$ cat config.mk
export PLATFORM = sky130hd
export DESIGN_NAME = multicycle_ctrl
export DESIGN_NICKNAME = d
export VERILOG_FILES = /design/src/rtl/multicycle_ctrl.sv
export SDC_FILE = /design/constraint.sdc
export NUM_CORES = 1
export LEC_CHECK = 0
export CAP_MARGIN = 5
export CORE_MARGIN = 4
export CORE_UTILIZATION = 37
export DETAILED_ROUTE_END_ITERATION = 10
export PLACE_DENSITY = 0.8
export SLEW_MARGIN = 40
export SYNTH_ARGS = -nofsm -noshare
export SYNTH_HDL_FRONTEND = slang
export SYNTH_SLANG_ARGS = --single-unit
$ cat constraint.sdc
create_clock -name clk -period 1.65 [get_ports clk]
set_input_delay 0.2475 -clock clk [delete_from_list [all_inputs] [get_ports clk]]
set_output_delay 0.2475 -clock clk [all_outputs]
set_load 0.005 [all_outputs]
$ cat src/rtl/multicycle_ctrl.sv
// Multicycle control sequencer: walks each instruction through FETCH/DECODE/EXEC/MEM/WB,
// drives datapath enables and memory handshakes, and halts in FAULT on illegal opcodes or memory timeouts.
module multicycle_ctrl #(
  parameter int unsigned IMEM_WAIT_MAX = 15,
  parameter int unsigned DMEM_WAIT_MAX = 15
) (
  input  logic        clk,
  input  logic        reset,
  input  logic [31:0] instr,
  input  logic        funcout,
  input  logic        imem_rdy,
  input  logic        dmem_rdy,
  output logic        imem_req,
  output logic        dmem_req,
  output logic        memwrite,
  output logic        ir_en,
  output logic        src1reg_en,
  output logic        src2reg_en,
  output logic        alusrcb,
  output logic [2:0]  alucontrol,
  output logic        regwrite,
  output logic        alures2reg,
  output logic        memory2reg,
  output logic        jal,
  output logic        pc_en,
  output logic [1:0]  pc_src,
  output logic        fault,
  output logic        fault_cause
);

  localparam int unsigned IMEM_CNT_W = $clog2(IMEM_WAIT_MAX + 1);
  localparam int unsigned DMEM_CNT_W = $clog2(DMEM_WAIT_MAX + 1);
  localparam int unsigned CNT_W_RAW  = (IMEM_CNT_W > DMEM_CNT_W) ? IMEM_CNT_W : DMEM_CNT_W;
  localparam int unsigned CNT_W      = (CNT_W_RAW == 0) ? 1 : CNT_W_RAW;

  localparam logic [6:0] OP_R      = 7'b0110011;
  localparam logic [6:0] OP_I      = 7'b0010011;
  localparam logic [6:0] OP_LOAD   = 7'b0000011;
  localparam logic [6:0] OP_STORE  = 7'b0100011;
  localparam logic [6:0] OP_BRANCH = 7'b1100011;
  localparam logic [6:0] OP_JAL    = 7'b1101111;
  localparam logic [6:0] OP_JALR   = 7'b1100111;

  localparam logic [2:0] ALU_ADD = 3'b000;
  localparam logic [2:0] ALU_SUB = 3'b001;

  typedef enum logic [2:0] {
    S_FETCH,
    S_DECODE,
    S_EXEC,
    S_MEM,
    S_WB,
    S_FAULT
  } state_e;

  state_e           state_q, state_d;
  logic [CNT_W-1:0] cnt_q, cnt_d;
  logic             cause_q, cause_d;

  logic [6:0] opcode;
  logic [2:0] funct3;
  logic       funct7_b5;
  logic       is_r, is_i, is_load, is_store, is_branch, is_jal, is_jalr, legal;
  logic       unused_instr_bits;

  assign opcode    = instr[6:0];
  assign funct3    = instr[14:12];
  assign funct7_b5 = instr[30];
  assign unused_instr_bits = ^{instr[31], instr[29:15], instr[11:7]};

  assign is_r      = (opcode == OP_R);
  assign is_i      = (opcode == OP_I);
  assign is_load   = (opcode == OP_LOAD)   && (funct3 == 3'b010);
  assign is_store  = (opcode == OP_STORE)  && (funct3 == 3'b010);
  assign is_branch = (opcode == OP_BRANCH) && (funct3[2:1] == 2'b00);
  assign is_jal    = (opcode == OP_JAL);
  assign is_jalr   = (opcode == OP_JALR);
  assign legal     = is_r | is_i | is_load | is_store | is_branch | is_jal | is_jalr;

  // funct3 -> ALU op; sltu shares the slt encoding, sra shares srl
  function automatic logic [2:0] alu_decode(input logic [2:0] f3, input logic sub);
    logic [2:0] op;
    unique case (f3)
      3'b000:  op = sub ? ALU_SUB : ALU_ADD;
      3'b001:  op = 3'b110;
      3'b010:  op = 3'b101;
      3'b011:  op = 3'b101;
      3'b100:  op = 3'b100;
      3'b101:  op = 3'b111;
      3'b110:  op = 3'b011;
      default: op = 3'b010;
    endcase
    return op;
  endfunction

  // State, wait counter and latched fault cause
  always_ff @(posedge clk or negedge reset) begin
    if (!reset) begin
      state_q <= S_FETCH;
      cnt_q   <= '0;
      cause_q <= 1'b0;
    end else begin
      state_q <= state_d;
      cnt_q   <= cnt_d;
      cause_q <= cause_d;
    end
  end

  // Next state and combinational outputs; everything held at 0 while reset is low
  always_comb begin
    state_d     = state_q;
    cnt_d       = cnt_q;
    cause_d     = cause_q;
    imem_req    = 1'b0;
    dmem_req    = 1'b0;
    memwrite    = 1'b0;
    ir_en       = 1'b0;
    src1reg_en  = 1'b0;
    src2reg_en  = 1'b0;
    alusrcb     = 1'b0;
    alucontrol  = ALU_ADD;
    regwrite    = 1'b0;
    alures2reg  = 1'b0;
    memory2reg  = 1'b0;
    jal         = 1'b0;
    pc_en       = 1'b0;
    pc_src      = 2'b00;
    fault       = 1'b0;
    fault_cause = 1'b0;

    if (reset) begin
      unique case (state_q)
        S_FETCH: begin
          imem_req = 1'b1;
          if (imem_rdy) begin
            ir_en   = 1'b1;
            cnt_d   = '0;
            state_d = S_DECODE;
          end else if (cnt_q == CNT_W'(IMEM_WAIT_MAX)) begin
            cnt_d   = '0;
            cause_d = 1'b1;
            state_d = S_FAULT;
          end else begin
            cnt_d = cnt_q + CNT_W'(1);
          end
        end

        S_DECODE: begin
          src1reg_en = 1'b1;
          src2reg_en = 1'b1;
          if (legal) begin
            state_d = S_EXEC;
          end else begin
            cause_d = 1'b0;
            state_d = S_FAULT;
          end
        end

        S_EXEC: begin
          if (is_r || is_i) begin
            alucontrol = alu_decode(funct3, is_r && funct7_b5);
            alusrcb    = is_i;
            state_d    = S_WB;
          end else if (is_load || is_store) begin
            alucontrol = ALU_ADD;
            alusrcb    = 1'b1;
            state_d    = S_MEM;
          end else if (is_branch) begin
            alucontrol = ALU_SUB;
            pc_en      = 1'b1;
            pc_src     = (funcout ^ funct3[0]) ? 2'b01 : 2'b00;
            state_d    = S_FETCH;
          end else begin
            alucontrol = ALU_ADD;
            alusrcb    = 1'b1;
            state_d    = S_WB;
          end
        end

        S_MEM: begin
          dmem_req = 1'b1;
          memwrite = is_store;
          if (dmem_rdy) begin
            cnt_d = '0;
            if (is_store) begin
              pc_en   = 1'b1;
              pc_src  = 2'b00;
              state_d = S_FETCH;
            end else begin
              state_d = S_WB;
            end
          end else if (cnt_q == CNT_W'(DMEM_WAIT_MAX)) begin
            cnt_d   = '0;
            cause_d = 1'b1;
            state_d = S_FAULT;
          end else begin
            cnt_d = cnt_q + CNT_W'(1);
          end
        end

        S_WB: begin
          regwrite = 1'b1;
          pc_en    = 1'b1;
          if (is_jal) begin
            jal    = 1'b1;
            pc_src = 2'b01;
          end else if (is_jalr) begin
            jal    = 1'b1;
            pc_src = 2'b10;
          end else if (is_load) begin
            memory2reg = 1'b1;
          end else begin
            alures2reg = 1'b1;
          end
          state_d = S_FETCH;
        end

        S_FAULT: begin
          fault       = 1'b1;
          fault_cause = cause_q;
        end

        default: begin
          cnt_d   = '0;
          state_d = S_FETCH;
        end
      endcase
    end
  end

endmodule

==> summary.txt <==
Yosys
  • Synth area leader: dfrtp_1
  • Adder-cell share of the synthesized area: under 10%
  • Net Count, Synth: 163
  • Ys Warns: 0
  • Ys async rst share: 100%
  • Synth cell types: 41
  • Post-synthesis simple-gate area fraction: 40.6%
  • Largest family of logic cells by synthesized area: simple AND/OR/NAND/NOR gates
  • Compound-Gate Fraction of Synth Area: 28.8%
  • Top-area cell type share of the netlist area: between 20 and 25%
  • Synth Cell Area: 907 sq um
  • Post-synth EDFFs: 0
  • Cell with the most instances after synthesis: nor2_1
  • Synth Area in XOR/XNOR: 0.966%
  • Largest cells by area after synthesis: dfrtp_1, nor2_1, o21ai_0
  • #FFs+latches synth: 8
  • Main synth FF type: dfrtp_1
  • Post-Syn Area per Cell: just over 7 sq um
  • Post-synthesis mux area share: 1.10%
  • Post-Synthesis Cells: 125
  • Sequential area share after synthesis: 22.1%
  • Post-synth top cells: nor2_1, o21ai_0, nand2_1

Global routing
  • First-pass GRT wire length: 6.62 mm
  • Grt ovf: 0
  • Initial antenna violation count: 0
  • Largest net degree at the start of global routing: 16
  • GR Util All Layers: 25.3%
  • Vias in the first global route: 1496

Placed design
  • GP Congestion: around 0.94
  • DP Cell Count: 235
  • Hpwl dp: 2.82 mm
  • # port buffers: 34

STA
  • Fmax: roughly 550 MHz
  • Min Tclk post-route: ~1800 ps
  • Tcrit/Tclk final: 111%
  • Worst setup margin: -180 ps
  • Slew Viols, Final: 0
  • RSZ-0062 raised after global routing: true
  • Final setup fails: 16
  • Max-slew headroom: about four fifths
  • Least-Margin Pin Slew: approximately 320 ps
  • WHS: slightly below 70 ps
  • Final Skew: 8.04 ps
  • Fin. Hold Viols: 0

Worst setup path
  • CP endpoint kind: output port
  • R2r startpoint: state_q[1]
  • Flop-to-flop setup slack: -70 ps
  • Critical-path cell with the highest stage delay: dfrtp_1
  • Critical path class: flop to output port
  • CP top delay family: simple AND/OR/NAND/NOR gates
  • Crit-path cells: buf_6 > nor2b_4 > nand2_2 > nor4b_2 > clkdlybuf4s15_2
  • Setup crit start kind: flop
  • Crit-path max cell delay: 410 ps
  • Crit path DAT: 1580 ps
  • Worst Path Buf+Inv: 2
  • Required @ worst endpoint: 1400 ps
  • Worst reg-to-reg path cell count: 9
  • Worst Path Max Fanout: 4
  • RR Endpoint: state_q[2]

Clock tree
  • Clk buf depth: 2
  • Clk root buf: clkbuf_4
  • CTS tree: yes
  • Worst skew pair latency: 270 ps
  • Htree depth: 1
  • Number of CTS-inserted buffers: 3
  • Clk sinks: 8
  • Clock-pin slew on the worst setup and hold paths: 60 ps
  • Post-CTS Hold Buffers: 0

Min path
  • Worst min path class: input port to asynchronous set/reset pin

Layout
  • Non-filler cells, final: 248
  • Antenna cells: 0
  • Fin nets: 260
  • Layout cells sized above 1: roughly two thirds
  • Area grow syn2layout: 116%

Floorplan
  • CORE AREA: 2280 sq um
  • Die ar.: 3310 sq um
  • Die height: 57.5 microns
  • Rows: 17
  • DIE WIDTH: 57.5 microns
  • Initial core utilization: 39.9%
  • I/O pin count: 56

Route
  • Pre-Repair DR Iteration Count: 5
  • Vias per inst: 6.03
  • Initial DRC Count: 64
  • Residual DRC count: 0
  • Routed Antenna Nets: 0
  • Via Count: 1496
  • DRT Wirelength: 4.60 mm
  • Wirelength per Cell: 18.6 microns

Power
  • Power Density: between 600 and 700 nW/um^2
  • Peak supply drop: roughly 0.53 mV
  • Static Leak: 0.886 nW

Status
  • Failing checks: negative setup slack
  • Status: finished, violations left

Job
  • Max Cap Violations: 0
layout by cell type, fill, tap and decap left out, drive strengths merged, types with 2 or more instances in the layout:
| cell | instances |
|---|---|
| buf | 79 |
| nor2 | 15 |
| clkbuf | 12 |
| o21ai | 11 |
| nand2 | 10 |
| nor3 | 10 |
| a21oi | 8 |
| dfrtp | 8 |
| nand3 | 5 |
| inv | 5 |
| clkdlybuf4s50 | 4 |
| and3 | 4 |
| nand2b | 4 |
| nor4 | 4 |
| clkdlybuf4s15 | 3 |
| and2 | 3 |
| nor2b | 3 |
| nand4 | 2 |
| a31oi | 2 |
| o211a | 2 |
| dlygate4sd2 | 2 |
| nor4b | 2 |
| a211oi | 2 |
| or3 | 2 |
| a22oi | 2 |
| o211ai | 2 |
per-layer routing:
layer / up-vias / share of wire [%] / global-route usage, %
met4: 0 / 5.9 / 15.2
met1: 693 / 34 / 27.4
met2: 106 / 52 / 44.5
met5: - / 0 / 0
met3: 34 / 8.5 / 5.20
li1: 663 / - / -
sequential cells by signal, indices dropped and copies added (netlist names):
signal   cells
cause_q      1
cnt_q        4
state_q      3
repair_timing:
action                                  in CTS  in global routing
pin swaps                                   15                 20
buffers inserted                             9                  4
resized for setup                          145                 37
endpoints found under the setup margin      24                 25
report_power, final:
group	total, W	leakage, nW	switching (W)	internal [W]
Clock	0.000161	0.0138	0.0000773	0.0000839
Combinational	0.000773	0.775	0.000368	0.000405
Sequential	0.000264	0.0974	0.0000433	0.000221
Total	0.00120	0.886	0.000489	0.000709
worst max path at each step:
stage / from / endpoint / slack (ps) / cells past startpoint
3_3_place_gp: instr[2] / pc_en / -760 / 7
6_report: state_q[1] / alucontrol[2] / -180 / 5
2_1_floorplan: state_q[2] / pc_src[0] / 140 / 5
4_1_cts: state_q[1] / pc_src[0] / -120 / 6
3_5_place_dp: instr[2] / pc_en / -890 / 7
5_1_grt: state_q[1] / pc_src[0] / -220 / 6
worst register-to-register path, cell delays in order (launching register included):
cell and delay, ps:
dfrtp_1 420, buf_4 180, nand2b_4 80, buf_6 110, buf_6 110, nor2_4 40, buf_4 120, o211ai_2 80
o41ai_2 90, or3_1 360
cells by family (layout without fill, tap and decap cells):
family,after synthesis,in the layout
xor gates and xnor gates,1,1
adders and majority gates,1,1
DFF,8,8
and+or+nand+nor,66,66
buffers and inverters,10,105
AOI/OAI and AO/OA,38,38
muxes,1,1
metrics by stage:
step                power, W  utilization [%]  setup WS (ps)  TNS, ps  cell area, sq um
finish               0.00120             85.9           -180    -1530              1960
global route         0.00127             85.9           -220    -2260              1960
CTS                  0.00111             83.0           -125     -698              1890
detailed placement  0.000836             72.6           -887   -13050              1650
global placement    0.000821             72.6           -760   -11780              1650
floorplan           0.000474                -            139        0               907
layout make-up:
| type | instances | area [sq um] |
|---|---|---|
| multi-input combinational | 107 | 906 |
| timing repair buffer | 97 | 771 |
| fill | 118 | 320 |
| sequential | 8 | 203 |
| tap | 28 | 35.0 |
| clock buffer | 3 | 22.5 |
| inverter | 5 | 18.8 |
No activity file was read; power rests on OpenSTA's default activity.
